`src/rtl/axi2apb_rw_sched.sv`:
```
// Round-robin read/write scheduler driving one APB transfer at a time (IDLE->SETUP->ACCESS->RESP).
// Zero-wait latency: handshake N, rsp_valid N+3; a stalled rsp_ready holds RESP and blocks new requests.
module axi2apb_rw_sched #(
  parameter int ADDR_WIDTH     = 12,
  parameter int TIMEOUT_CYCLES = 16
) (
  input  logic                  clk,
  input  logic                  rstn,
  input  logic                  rd_req_valid,
  input  logic [ADDR_WIDTH-1:0] rd_req_addr,
  output logic                  rd_req_ready,
  input  logic                  wr_req_valid,
  input  logic [ADDR_WIDTH-1:0] wr_req_addr,
  input  logic [31:0]           wr_req_data,
  output logic                  wr_req_ready,
  output logic                  rsp_valid,
  output logic                  rsp_read,
  output logic [31:0]           rsp_data,
  output logic                  rsp_err,
  input  logic                  rsp_ready,
  output logic                  psel,
  output logic                  penable,
  output logic                  pwrite,
  output logic [ADDR_WIDTH-1:0] paddr,
  output logic [31:0]           pwdata,
  input  logic [31:0]           prdata,
  input  logic                  pready,
  input  logic                  pslverr
);

  localparam int CW      = (TIMEOUT_CYCLES > 0) ? $clog2(TIMEOUT_CYCLES + 1) : 1;
  localparam int TO_LAST = (TIMEOUT_CYCLES > 0) ? TIMEOUT_CYCLES - 1 : 0;

  typedef enum logic [1:0] {S_IDLE, S_SETUP, S_ACCESS, S_RESP} state_t;

  state_t                state_q, state_d;
  logic                  last_wr_q, last_wr_d;
  logic [CW-1:0]         wait_cnt_q, wait_cnt_d;
  logic [ADDR_WIDTH-1:0] paddr_q, paddr_d;
  logic [31:0]           pwdata_q, pwdata_d;
  logic                  pwrite_q, pwrite_d;
  logic                  rsp_read_q, rsp_read_d;
  logic [31:0]           rsp_data_q, rsp_data_d;
  logic                  rsp_err_q, rsp_err_d;
  logic                  gnt_rd, gnt_wr;

  // On a tie the type not granted last wins; last_wr_q resets to 1 so read wins first.
  assign gnt_rd = rd_req_valid && (!wr_req_valid || last_wr_q);
  assign gnt_wr = wr_req_valid && !gnt_rd;

  always_comb begin
    state_d      = state_q;
    last_wr_d    = last_wr_q;
    wait_cnt_d   = wait_cnt_q;
    paddr_d      = paddr_q;
    pwdata_d     = pwdata_q;
    pwrite_d     = pwrite_q;
    rsp_read_d   = rsp_read_q;
    rsp_data_d   = rsp_data_q;
    rsp_err_d    = rsp_err_q;
    rd_req_ready = 1'b0;
    wr_req_ready = 1'b0;
    case (state_q)
      S_IDLE: begin
        // State sits at IDLE while rstn is low, so gate the readies explicitly.
        rd_req_ready = gnt_rd && rstn;
        wr_req_ready = gnt_wr && rstn;
        if (gnt_rd) begin
          paddr_d   = rd_req_addr;
          pwrite_d  = 1'b0;
          last_wr_d = 1'b0;
          state_d   = S_SETUP;
        end else if (gnt_wr) begin
          paddr_d   = wr_req_addr;
          pwdata_d  = wr_req_data;
          pwrite_d  = 1'b1;
          last_wr_d = 1'b1;
          state_d   = S_SETUP;
        end
      end
      S_SETUP: begin
        wait_cnt_d = '0;
        state_d    = S_ACCESS;
      end
      S_ACCESS: begin
        if (pready) begin
          rsp_read_d = !pwrite_q;
          rsp_err_d  = pslverr;
          rsp_data_d = (pwrite_q || pslverr) ? 32'h0 : prdata;
          state_d    = S_RESP;
        end else if (TIMEOUT_CYCLES != 0 && wait_cnt_q == CW'(TO_LAST)) begin
          rsp_read_d = !pwrite_q;
          rsp_err_d  = 1'b1;
          rsp_data_d = 32'h0;
          state_d    = S_RESP;
        end else if (wait_cnt_q != {CW{1'b1}}) begin
          wait_cnt_d = wait_cnt_q + 1'b1;
        end
      end
      S_RESP: begin
        if (rsp_ready) state_d = S_IDLE;
      end
      default: state_d = S_IDLE;
    endcase
  end

  always_ff @(posedge clk or negedge rstn) begin
    if (!rstn) begin
      state_q    <= S_IDLE;
      last_wr_q  <= 1'b1;
      wait_cnt_q <= '0;
      paddr_q    <= '0;
      pwdata_q   <= '0;
      pwrite_q   <= 1'b0;
      rsp_read_q <= 1'b0;
      rsp_data_q <= '0;
      rsp_err_q  <= 1'b0;
    end else begin
      state_q    <= state_d;
      last_wr_q  <= last_wr_d;
      wait_cnt_q <= wait_cnt_d;
      paddr_q    <= paddr_d;
      pwdata_q   <= pwdata_d;
      pwrite_q   <= pwrite_d;
      rsp_read_q <= rsp_read_d;
      rsp_data_q <= rsp_data_d;
      rsp_err_q  <= rsp_err_d;
    end
  end

  assign psel      = (state_q == S_SETUP) || (state_q == S_ACCESS);
  assign penable   = (state_q == S_ACCESS);
  assign rsp_valid = (state_q == S_RESP);
  assign pwrite    = pwrite_q;
  assign paddr     = paddr_q;
  assign pwdata    = pwdata_q;
  assign rsp_read  = rsp_read_q;
  assign rsp_data  = rsp_data_q;
  assign rsp_err   = rsp_err_q;

endmodule

```
`config.mk`:
```
export PLATFORM = sky130hd
export DESIGN_NAME = axi2apb_rw_sched
export DESIGN_NICKNAME = d
export VERILOG_FILES = /design/src/rtl/axi2apb_rw_sched.sv
export SDC_FILE = /design/constraint.sdc
export NUM_CORES = 1
export LEC_CHECK = 0
export BUFFER_PORTS_ARGS = -buffer_cell sky130_fd_sc_hd__buf_2
export CAP_MARGIN = 20
export CORE_MARGIN = 2
export CORE_UTILIZATION = 49
export CTS_CLUSTER_SIZE = 28
export DETAILED_ROUTE_END_ITERATION = 8
export PLACE_DENSITY = 0.95
export SYNTH_ARGS = -nofsm -noshare
export SYNTH_HDL_FRONTEND = slang
export SYNTH_SLANG_ARGS = --single-unit
export TNS_END_PERCENT = 5
```
`constraint.sdc`:
```
create_clock -name clk -period 3.69 [get_ports clk]
set_input_delay 0.738 -clock clk [delete_from_list [all_inputs] [get_ports clk]]
set_output_delay 0.738 -clock clk [all_outputs]
set_load 0.005 [all_outputs]
```
Word-level counts from Yosys, hierarchy flattened
Index checks and enable logic that the tools add are counted.

Word-level logic and storage cells: 64. Input port bits: 95. Register bits after elaboration: 87. Output and inout port bits: 84.

Multiplexer cells: 23. Reductions and logical operators: 19. Equality and inequality tests: 11. Bitwise logic cells: 1. $add $sub $neg: 1.

Operators by type and width (count): two-way mux 32 bit (3); two-way mux 12 bit (2); two-way mux 5 bit (3); two-way mux 2 bit (5); one-hot mux 5 bit (2 select lines) (1); two-way mux 1 bit (8); one-hot mux 2 bit (4 select lines) (1); AND reduction 3 bit (2); nonzero test 2 bit (3); adder 5 x 1 -> 5 bit (second input constant) (1); equality test 5 x 4 -> 1 bit (second input constant) (1); inequality test 5 bit (second input constant) (1); equality test 2 bit (second input constant) (2); logical AND 1 bit (4); inequality test 2 x 1 -> 1 bit (second input constant) (2); inequality test 2 bit (second input constant) (2); AND reduction 2 bit (2); AND reduction 4 bit (1); logical NOT 1 bit (3); logical OR 1 bit (3); inequality test 3 x 1 -> 1 bit (second input constant) (1); inequality test 3 bit (second input constant) (1); equality test 2 x 1 -> 1 bit (second input constant) (1); logical NOT 2 bit (1); inverter 1 bit (1).

Depth between registers and ports, before layout
Gate-level depths: netlist (run 1).

Depth in word-level cells: 8. Depth in mapped cells: 7. Gate-level depth less buffers: 6.

Worst setup path after synthesis (run 1)
OpenSTA, ideal clock, no wires.

Kind: input to output. Start point: input port rd_req_valid. End point: output port wr_req_ready. Data required time: 2.952 ns. Setup slack: 1.571 ns. Arrival: 1.381 ns. Stages on the path: 5. Path buffers: 2. Cell sequence: buf_2 -> nand2_1 -> nand3_2 -> buf_2 -> nor2_1.

Longest elaborated chain between the ends: 5.

RTL lines: from (decl) (line 9) `input logic rd_req_valid,`; logical AND 1 bit (line 48) `assign gnt_rd = rd_req_valid && (!wr_req_valid || last_wr_q);`; logical NOT 1 bit (line 49) `assign gnt_wr = wr_req_valid && !gnt_rd;`; logical AND 1 bit (line 49); logical AND 1 bit (line 67) `wr_req_ready = gnt_wr && rstn;`; two-way mux 1 bit (line 63) `case (state_q)`; to (decl) (line 15) `output logic wr_req_ready,`.

Every way passes these cells.

Worst setup path in the final report (run 1)
Start point: register state_q[0]. End point: output port wr_req_ready.

Longest elaborated chain between the ends: 2.

RTL lines: from (decl) (line 36) `state_t state_q, state_d;`; from (signal assigned) (line 119) `state_q <= state_d;`; logical NOT 2 bit (line 63); two-way mux 1 bit (line 63).

Every way passes these cells.

==> key figures, run 1 <==
Critical path
  • Setup slack, reg-to-reg: 1.58 ns
  • WP data arrival: 1.97 ns
  • Crit-path slowest cell: dfrtp_1
  • R2R depth: 6
  • CP max FO: 14
  • Crit end category: output pin
  • Critical path depth: 5
  • Bufs and invs on worst path: 2
  • Critical Path Start: state_q[0]
  • CP endpoint: wr_req_ready
  • Reg-to-reg endpoint: state_q[1]
  • Cell Chain, Critical Path: inv_1, ha_1, nand3_2, nor2_1, buf_2
  • Critical Path Max Stage Delay: 0.42 ns
  • Family with the most delay on the worst path: simple AND/OR/NAND/NOR gates
  • WP data required: 2.95 ns
  • WS Path Type: flip-flop to output pin
  • Worst setup SP type: flip-flop
  • R2r startpoint: wait_cnt_q[0]

CTS
  • Worst skew pair latency: 0.34 ns
  • H-tree depth: 3
  • CTS Buf Count: 9
  • Clock tree buffer depth: 2
  • Clock-pin slew on the worst setup and hold paths: 0.09 ns
  • Post-CTS sizing: 0
  • Hold buffers post-CTS: 0
  • Post-CTS setup buffer count: 0
  • Root buffer cell: clkbuf_8
  • Clk sinks: 87
  • TritonCTS clock tree: built

Floorplan
  • Initial Utilization: 50.2%
  • Die H: 89.8 microns
  • Row cnt: 31
  • Die area: 8060 sq um
  • IO Pins: 179
  • Core Area: 7180 sq um
  • Die X: 89.8 microns

Logic synthesis
  • Synthesized area: 3600 sq um
  • Number of synthesized register bits: 87
  • Mean area per synthesized cell: 13.1 sq um
  • Synth cell types: 33
  • EDFF count, synth: 0
  • FFs w/ async S/R, synth: 100%
  • Post-Synthesis Cells: 276
  • Area contributors post-synth: dfrtp_1 (60%), mux2_2 (10%), a22o_1 (8.3%)
  • Top FF cell, synth: dfrtp_1
  • Synth top area share: 59.7%
  • Sequential share of the synthesized area: 60.5%
  • Most area-hungry cell type in the Yosys netlist: dfrtp_1
  • Syn nets: 379
  • Yosys warns: 0

Timing
  • RSZ-0062 raised after global routing: no
  • Slew HR: 53.2%
  • Clock skew: 0.00717 ns
  • FMAX: 0.369 GHz
  • Final min period: 2.71 ns
  • Hold_ws: 0.490 ns
  • Fin. max-slew vios: 0
  • Final Cycle Share: 73.5%
  • Fin. Hold Viols: 0
  • Worst slew pin tran: 0.702 ns
  • Post-route setup slack: 0.978 ns
  • Final TNS setup: 0 ns
  • Setup Viol. Count Final: 0

Layout
  • Inserted Diodes: 0
  • Fin area: 4760 sq um
  • Syn-to-layout area delta: 32.0%
  • Nets: 555
  • Share of cells above drive strength 1: 51.9%

Drt
  • Drc violations: 0
  • Via count: 2957
  • DRT Wirelength: 8.55 mm
  • Via density: 5.32
  • Drt initial violations: 101
  • Routed wire per std cell: 15.4 microns
  • Drt first pass iters: 4
  • ANT nets after route: 0

Power
  • P per Cell Area: 784 nW/um^2
  • P_leak: 2.49 nW
  • Maximum vdd drop: 486 uV

Place
  • Number of port buffers: 178
  • Post-DP HPWL: 6.35 mm
  • Instance area at placement: 4580 sq um
  • GP Congestion: 0.781
  • Place WS: 1.17 ns

GRT
  • Tot GR Track Use: 21.1%
  • Largest net degree at the start of global routing: 50
  • Overflow after GRT: 0
  • Number of global-route vias before repair: 2917
  • Initial antenna violation count: 0
  • First-pass GRT wire length: 14.0 mm

Outcome
  • Outcome: finished, final reports clean

Job
  • Max-Cap Viols: 0

Min path
  • HP Class: input port to asynchronous set/reset pin
-- state kept, by name (all words and copies together) (netlist names) --
name / count
pwrite: 1
rsp_err: 1
rsp_read: 1
paddr: 12
rsp_data: 32
pwdata: 32
last_wr_q: 1
state_q: 2
wait_cnt_q: 5
-- cell usage after synthesis (2+ instances only) --
master,number
clkbuf_1,10
ha_1,8
a21oi_1,3
nand2b_1,2
mux2_2,32
buf_2,8
nand2_1,4
and3_1,2
o21ai_0,14
inv_1,8
a22o_1,34
nand3b_1,13
mux2i_1,4
nor2_1,18
dfrtp_1,86
a31oi_1,13
-- worst min-delay path by stage --
stage	from	end	slack, ns	depth (start not counted)
6_report	rstn	pwdata[10]	0.49	2
5_1_grt	rstn	pwdata[10]	0.52	2
4_1_cts	rstn	pwdata[10]	0.49	2
3_5_place_dp	rsp_read	rsp_read	0.48	2
3_3_place_gp	rsp_read	rsp_read	0.46	2
2_1_floorplan	rstn	paddr[0]	0.44	0
-- layout make-up --
class / count / area [sq um]
Clock inverter: 7 / 48.8
Sequential cell: 87 / 2180
Tap cell: 99 / 124
Timing Repair Buffer: 183 / 931
Inverter: 8 / 30.0
Clock buffer: 9 / 124
Multi-Input combinational cell: 163 / 1320
Fill cell: 560 / 2420
-- logic make-up after synthesis --
kind of cell | synth area share (%)
AO/OA/AOI/OAI | 14.9
buffers and inverters | 2.99
multiplexers | 11.4
adder cells (fa/ha/maj) | 2.78
AND/OR/NAND/NOR | 7.26
XOR/XNOR | 0.243
flip-flops | 60.5
-- layout by cell type, fill, tap and decap left out --
master,instances
a21oi_1,3
dfstp_2,1
a21o_1,1
nand2_1,4
inv_1,8
a31oi_1,13
o21ai_2,1
o32a_2,1
a222oi_1,1
nor3_4,1
clkinv_2,3
mux2i_1,4
clkbuf_8,9
nand3_2,1
nor2_1,17
buf_2,177
nand4b_1,1
xor2_1,1
and3_1,2
nor2_2,1
inv_6,1
o21a_1,1
nand3b_1,13
dfrtp_1,86
o221ai_1,1
mux2_1,1
clkinvlp_4,1
nor3b_1,1
a21boi_0,1
a41o_1,1
nand2b_1,2
nand4_1,1
a22o_1,34
clkinv_4,2
o21ai_0,14
ha_1,8
and2b_1,1
mux2_2,32
buf_4,6
-- per-layer routing --
| layer | GRT usage (%) | share of wire (%) | vias up | wire length, microns |
|---|---|---|---|---|
| li1 | - | - | 1359 | - |
| met1 | 26.7 | 40 | 1440 | 3460 |
| met2 | 37.1 | 52 | 142 | 4410 |
| met3 | 4.53 | 6.4 | 16 | 549 |
| met4 | 5.77 | 1.5 | 0 | 127 |
| met5 | 0 | 0 | - | 0 |
-- stage by stage --
stage | utilization (%) | cells | power (mW)
finish | 66.3 | 556 | 3.73
global route | 66.3 | 556 | 3.99
CTS | 66.3 | 556 | 3.77
detailed placement | 63.9 | 540 | 3.18
global placement | 63.9 | 540 | 3.08
floorplan | - | 276 | 2.47
-- power by group --
group | switching [mW] | internal (mW)
registers | 0.258 | 1.43
clock network | 0.330 | 0.246
logic | 0.667 | 0.803
total | 1.25 | 2.48
-- worst register-to-register path: cells and delay by family (launching register included) --
kind | cells | cell delay, ns
multiplexers | 1 | 0.37
adder cells (fa/ha/maj) | 2 | 0.47
AO/OA/AOI/OAI | 1 | 0.45
AND/OR/NAND/NOR | 2 | 0.26
flip-flops | 1 | 0.44
No activity file was read; power rests on OpenSTA's default activity.
==> run 2, diff against run 1 <==
--- a/config.mk
+++ b/config.mk
@@ -8,10 +8,10 @@
 export BUFFER_PORTS_ARGS = -buffer_cell sky130_fd_sc_hd__buf_2
 export CAP_MARGIN = 20
 export CORE_MARGIN = 2
-export CORE_UTILIZATION = 49
+export CORE_UTILIZATION = 46
 export CTS_CLUSTER_SIZE = 28
 export DETAILED_ROUTE_END_ITERATION = 8
-export PLACE_DENSITY = 0.95
+export PLACE_DENSITY = 0.91
 export SYNTH_ARGS = -nofsm -noshare
 export SYNTH_HDL_FRONTEND = slang
 export SYNTH_SLANG_ARGS = --single-unit
==> constraint.sdc (replaced) <==
create_clock -name clk -period 2.8 [get_ports clk]
set_input_delay 0.56 -clock clk [delete_from_list [all_inputs] [get_ports clk]]
set_output_delay 0.56 -clock clk [all_outputs]
set_load 0.005 [all_outputs]
==> run 2 against run 1 <==
Against the previous run:
- design area rose by 1.1%
- flip-flop and latch count is the same
- non-clock buffer count decreased by 1
- largest power group unchanged
==> key figures, run 2 (synthesis gave the netlist of run 1 again) <==
CTS
  • Post-CTS sizing: 0
  • Hold buffers post-CTS: 0
  • Post-CTS setup buffer count: 0
  • TritonCTS clock tree: built
  • Clock-pin slew on the worst setup and hold paths: 0.09 ns
  • Clock tree buffer depth: 2
  • Root buffer cell: clkbuf_8
  • CTS Buf Count: 9
  • Worst skew pair latency: 0.34 ns
  • Clk sinks: 87
  • H-tree depth: 3

Timing
  • Worst slew pin tran: 0.858 ns
  • Clock skew: 0.0119 ns
  • Final Cycle Share: 84.2%
  • RSZ-0062 raised after global routing: no
  • Slew HR: 42.8%
  • Final TNS setup: 0 ns
  • FMAX: 0.424 GHz
  • Fin. max-slew vios: 0
  • Hold_ws: 0.0799 ns
  • Fin. Hold Viols: 0
  • Setup Viol. Count Final: 0
  • Final min period: 2.36 ns

Critical path
  • WP data arrival: 1.80 ns
  • WS Path Type: flip-flop to output pin
  • Reg-to-reg endpoint: state_q[1]
  • Setup slack, reg-to-reg: 0.70 ns
  • Critical Path Start: last_wr_q
  • CP max FO: 25
  • WP data required: 2.24 ns
  • R2R depth: 6
  • CP endpoint: rd_req_ready
  • Worst setup SP type: flip-flop
  • R2r startpoint: wait_cnt_q[0]
  • Crit end category: output pin

Floorplan
  • IO Pins: 179
  • Initial Utilization: 47.1%
  • Die X: 92.5 microns
  • Core Area: 7650 sq um
  • Die H: 92.5 microns
  • Row cnt: 32
  • Die area: 8560 sq um

GRT
  • Met3 usage: 4.31%
  • Met1 track utilization from global routing: 24.6%
  • Global-route met2 utilization: 35.4%
  • GR peak layer: met2
  • Tot GR Track Use: 20.0%
  • Initial antenna violation count: 0
  • First-pass GRT wire length: 13.5 mm
  • Number of global-route vias before repair: 2881
  • Overflow after GRT: 0
  • Largest net degree at the start of global routing: 73

Place
  • Instance area at placement: 4580 sq um
  • Inst Count DP: 542
  • GP Congestion: 0.757
  • Post-DP HPWL: 6.30 mm
  • Number of port buffers: 178

Layout
  • Final core occ: 62.9%
  • Syn-to-layout area delta: 33.4%
  • Fin area: 4810 sq um
  • Most frequent cells in the layout: buf_2 (177), dfrtp_1 (86), a22o_1 (34)
  • Final cell count without fillers: 557
  • Inserted Diodes: 0
  • Nets: 554
  • Share of cells above drive strength 1: 51.6%
  • Commonest non-fill, non-tap cell in the layout: buf_2

Drt
  • Routed wire per std cell: 15.4 microns
  • Drc violations: 0
  • Drt initial violations: 111
  • Via density: 5.21
  • DRT Wirelength: 8.59 mm
  • ANT nets after route: 0
  • Drt first pass iters: 5
  • Via count: 2904

Power
  • P_leak: 2.51 nW
  • Maximum vdd drop: 542 uV
  • P per Cell Area: 1070 nW/um^2

Min path
  • HP Class: input port to asynchronous set/reset pin

Outcome
  • Outcome: finished, final reports clean

Job
  • Max-Cap Viols: 0
[run 2: power by group]
group          switching [mW]  total (mW)  internal, mW
combinational           0.870        1.93          1.06
clock                   0.428       0.980         0.552
sequential              0.338        2.22          1.88
[run 2: worst min-delay path by stage]
stage,slack (ns),endpoint
finish,0.08,paddr[9]
global route,0.08,wait_cnt_q[1]
CTS,0.07,paddr[9]
detailed placement,0.45,wait_cnt_q[2]
global placement,0.45,wait_cnt_q[2]
floorplan,0.26,paddr[0]
[run 2: stage by stage]
stage | setup WS [ns] | power, mW
after floorplan | 0.951 | 3.25
after global placement | 0.703 | 4.07
after detailed placement | 0.618 | 4.18
after CTS | 0.461 | 5.17
after global routing | 0.319 | 5.47
final | 0.443 | 5.12
[run 2: final cells by class]
| class | count | area (sq um) |
|---|---|---|
| fillers | 640 | 2840 |
| flip-flops and latches | 87 | 2180 |
| multi-input cells | 163 | 1320 |
| inverters | 8 | 30.0 |
| well taps | 102 | 128 |
| repair buffers | 182 | 923 |
| clock buffers | 11 | 151 |
| clock inverters | 4 | 77.6 |
[run 2: metal layers]
metal / vias up / wire length, microns
met5: - / 0
met4: 0 / 70
met3: 9 / 550
met2: 116 / 4470
met1: 1417 / 3500
li1: 1362 / -
[run 2: worst max-delay path, cell delays in order, from the launching register on]
cell and delay (ns):
dfstp_2 0.56, and2b_1 0.38, nor2_1 0.23, and3_1 0.18, buf_2 0.11
==> run 3, diff against run 2 <==
==> constraint.sdc (replaced) <==
create_clock -name clk -period 2.4 [get_ports clk]
set_input_delay 0.48 -clock clk [delete_from_list [all_inputs] [get_ports clk]]
set_output_delay 0.48 -clock clk [all_outputs]
set_load 0.005 [all_outputs]
==> run 3 against run 2 <==
Against the previous run:
- core utilization is 0.082 points higher
- global-route usage increased by 0.25 points
- flip-flop and latch count stayed put
- clock skew is 0.0024 ns lower
- register-to-register slack got worse by 0.33 ns
- sequential power rose by 17%
- combinational power rose by 18%
- design area rose by 0.13%
- final cell count up 0.90%
==> key figures, run 3 (synthesis gave the netlist of run 1 again) <==
Outcome
  • Outcome: finished, final reports clean

CTS
  • TritonCTS clock tree: built
  • Post-CTS sizing: 0
  • Root buffer cell: clkbuf_8
  • H-tree depth: 3
  • Worst skew pair latency: 0.34 ns
  • Clock tree buffer depth: 2
  • Hold buffers post-CTS: 0
  • Clock-pin slew on the worst setup and hold paths: 0.09 ns
  • Post-CTS setup buffer count: 0
  • CTS Buf Count: 9
  • Clk sinks: 87

Place
  • GP Congestion: 0.741
  • Number of port buffers: 178
  • Inst Count DP: 546
  • Post-DP HPWL: 6.58 mm

Drt
  • Via count: 2934
  • ANT nets after route: 0
  • DRT Wirelength: 8.80 mm
  • Drc violations: 0
  • Routed wire per std cell: 15.7 microns
  • Drt first pass iters: 4
  • Drt initial violations: 84
  • Via density: 5.22

Min path
  • HP Class: input port to asynchronous set/reset pin

GRT
  • Overflow after GRT: 0
  • Largest net degree at the start of global routing: 50
  • Tot GR Track Use: 20.3%
  • Number of global-route vias before repair: 2825
  • First-pass GRT wire length: 13.5 mm
  • Initial antenna violation count: 0

Floorplan
  • Die area: 8560 sq um
  • Core Area: 7650 sq um
  • Row cnt: 32
  • Die X: 92.5 microns
  • Die H: 92.5 microns
  • IO Pins: 179
  • Initial Utilization: 47.1%

Critical path
  • CP max FO: 25
  • Worst setup SP type: flip-flop
  • Crit-path slowest cell: dfstp_2
  • Critical path depth: 4
  • Bufs and invs on worst path: 1
  • WP data required: 1.92 ns
  • WP data arrival: 1.76 ns
  • R2R depth: 6
  • Family with the most delay on the worst path: simple AND/OR/NAND/NOR gates
  • Cell Chain, Critical Path: and2b_1, nor2_1, and3_1, buf_2
  • Crit end category: output pin
  • Critical Path Max Stage Delay: 0.56 ns
  • WS Path Type: flip-flop to output pin

Timing
  • Final Cycle Share: 93.3%
  • Hold_ws: 0.232 ns
  • Setup Viol. Count Final: 0
  • Clock skew: 0.00949 ns
  • Fin. max-slew vios: 0
  • RSZ-0062 raised after global routing: no
  • FMAX: 0.447 GHz
  • Final TNS setup: 0 ns
  • Final min period: 2.24 ns
  • Fin. Hold Viols: 0
  • Worst slew pin tran: 0.594 ns
  • Slew HR: 60.4%

Power
  • P per Cell Area: 1230 nW/um^2
  • Gate power share: 38.4%
  • P_leak: 2.52 nW
  • Switching pwr: 1.95 mW
  • Clock power share: 17.8%
  • Seq pwr share: 43.8%
  • Switching Fraction: 33.1%
  • Maximum vdd drop: 555 uV
  • Internal: 3.96 mW

Layout
  • Final cell count without fillers: 562
  • Nets: 558
  • Share of cells above drive strength 1: 52.2%
  • Commonest non-fill, non-tap cell in the layout: buf_2
  • Inserted Diodes: 0
  • Layout filler cell count: 629
  • Syn-to-layout area delta: 33.6%
  • Final core occ: 63.0%
  • Most frequent cells in the layout: buf_2 (177), dfrtp_1 (86), a22o_1 (34)

Job
  • Max-Cap Viols: 0
-- run 3: cell types whose count changed in the layout (fill, tap and decap cells not counted), sizes merged --
cell      previous run  this run
clkinvlp             0         2
bufinv               2         1
buf                182       186
clkbuf              11        10
inv                  9        10
-- run 3: final cells by class --
cell class,instances,area (sq um),share of cell area (%)
Timing Repair Buffer,186,953,19.8
Clock buffer,10,138,2.86
Sequential cell,87,2180,45.2
Multi-Input combinational cell,163,1320,27.4
Inverter,8,30.0,0.624
Tap cell,102,128,2.65
Clock inverter,6,67.6,1.40
-- run 3: layer usage --
metal	GRT usage [%]	up-vias	share of wire, %
li1	-	1368	-
met1	24.6	1426	40
met2	35.5	124	51
met3	4.56	16	6.8
met4	7.21	0	1.8
met5	0	-	0
-- run 3: per-stage QoR --
| step | setup WS [ns] | cell area, sq um | power, mW |
|---|---|---|---|
| final | 0.161 | 4810 | 5.91 |
| after detailed placement | 0.377 | 4610 | 4.92 |
| after floorplan | 0.551 | 3600 | 3.79 |
| after global routing | 0.0136 | 4810 | 6.32 |
| after CTS | 0.150 | 4810 | 5.97 |
| after global placement | 0.441 | 4610 | 4.76 |
-- run 3: power groups by stage --
stage	Clock [mW]	Sequential [mW]	Combinational (mW)
2_1_floorplan	0	2.65	1.15
3_3_place_gp	0	2.57	2.19
3_5_place_dp	0	2.62	2.30
4_1_cts	1.07	2.59	2.31
5_1_grt	1.14	2.68	2.50
6_report	1.05	2.59	2.27
-- run 3: worst paths after layout --
kind / startpoint / endpoint / slack (ns)
setup reg to reg: wait_cnt_q[0] / state_q[1] / 0.37
hold reg to reg: rsp_read / rsp_read / 0.48
setup / recovery: last_wr_q / rd_req_ready / 0.16
min in group clk: prdata[18] / rsp_data[18] / 0.34
hold / removal: rstn / rsp_data[25] / 0.23
max in group asynchronous: rstn / pwdata[25] / 1.71
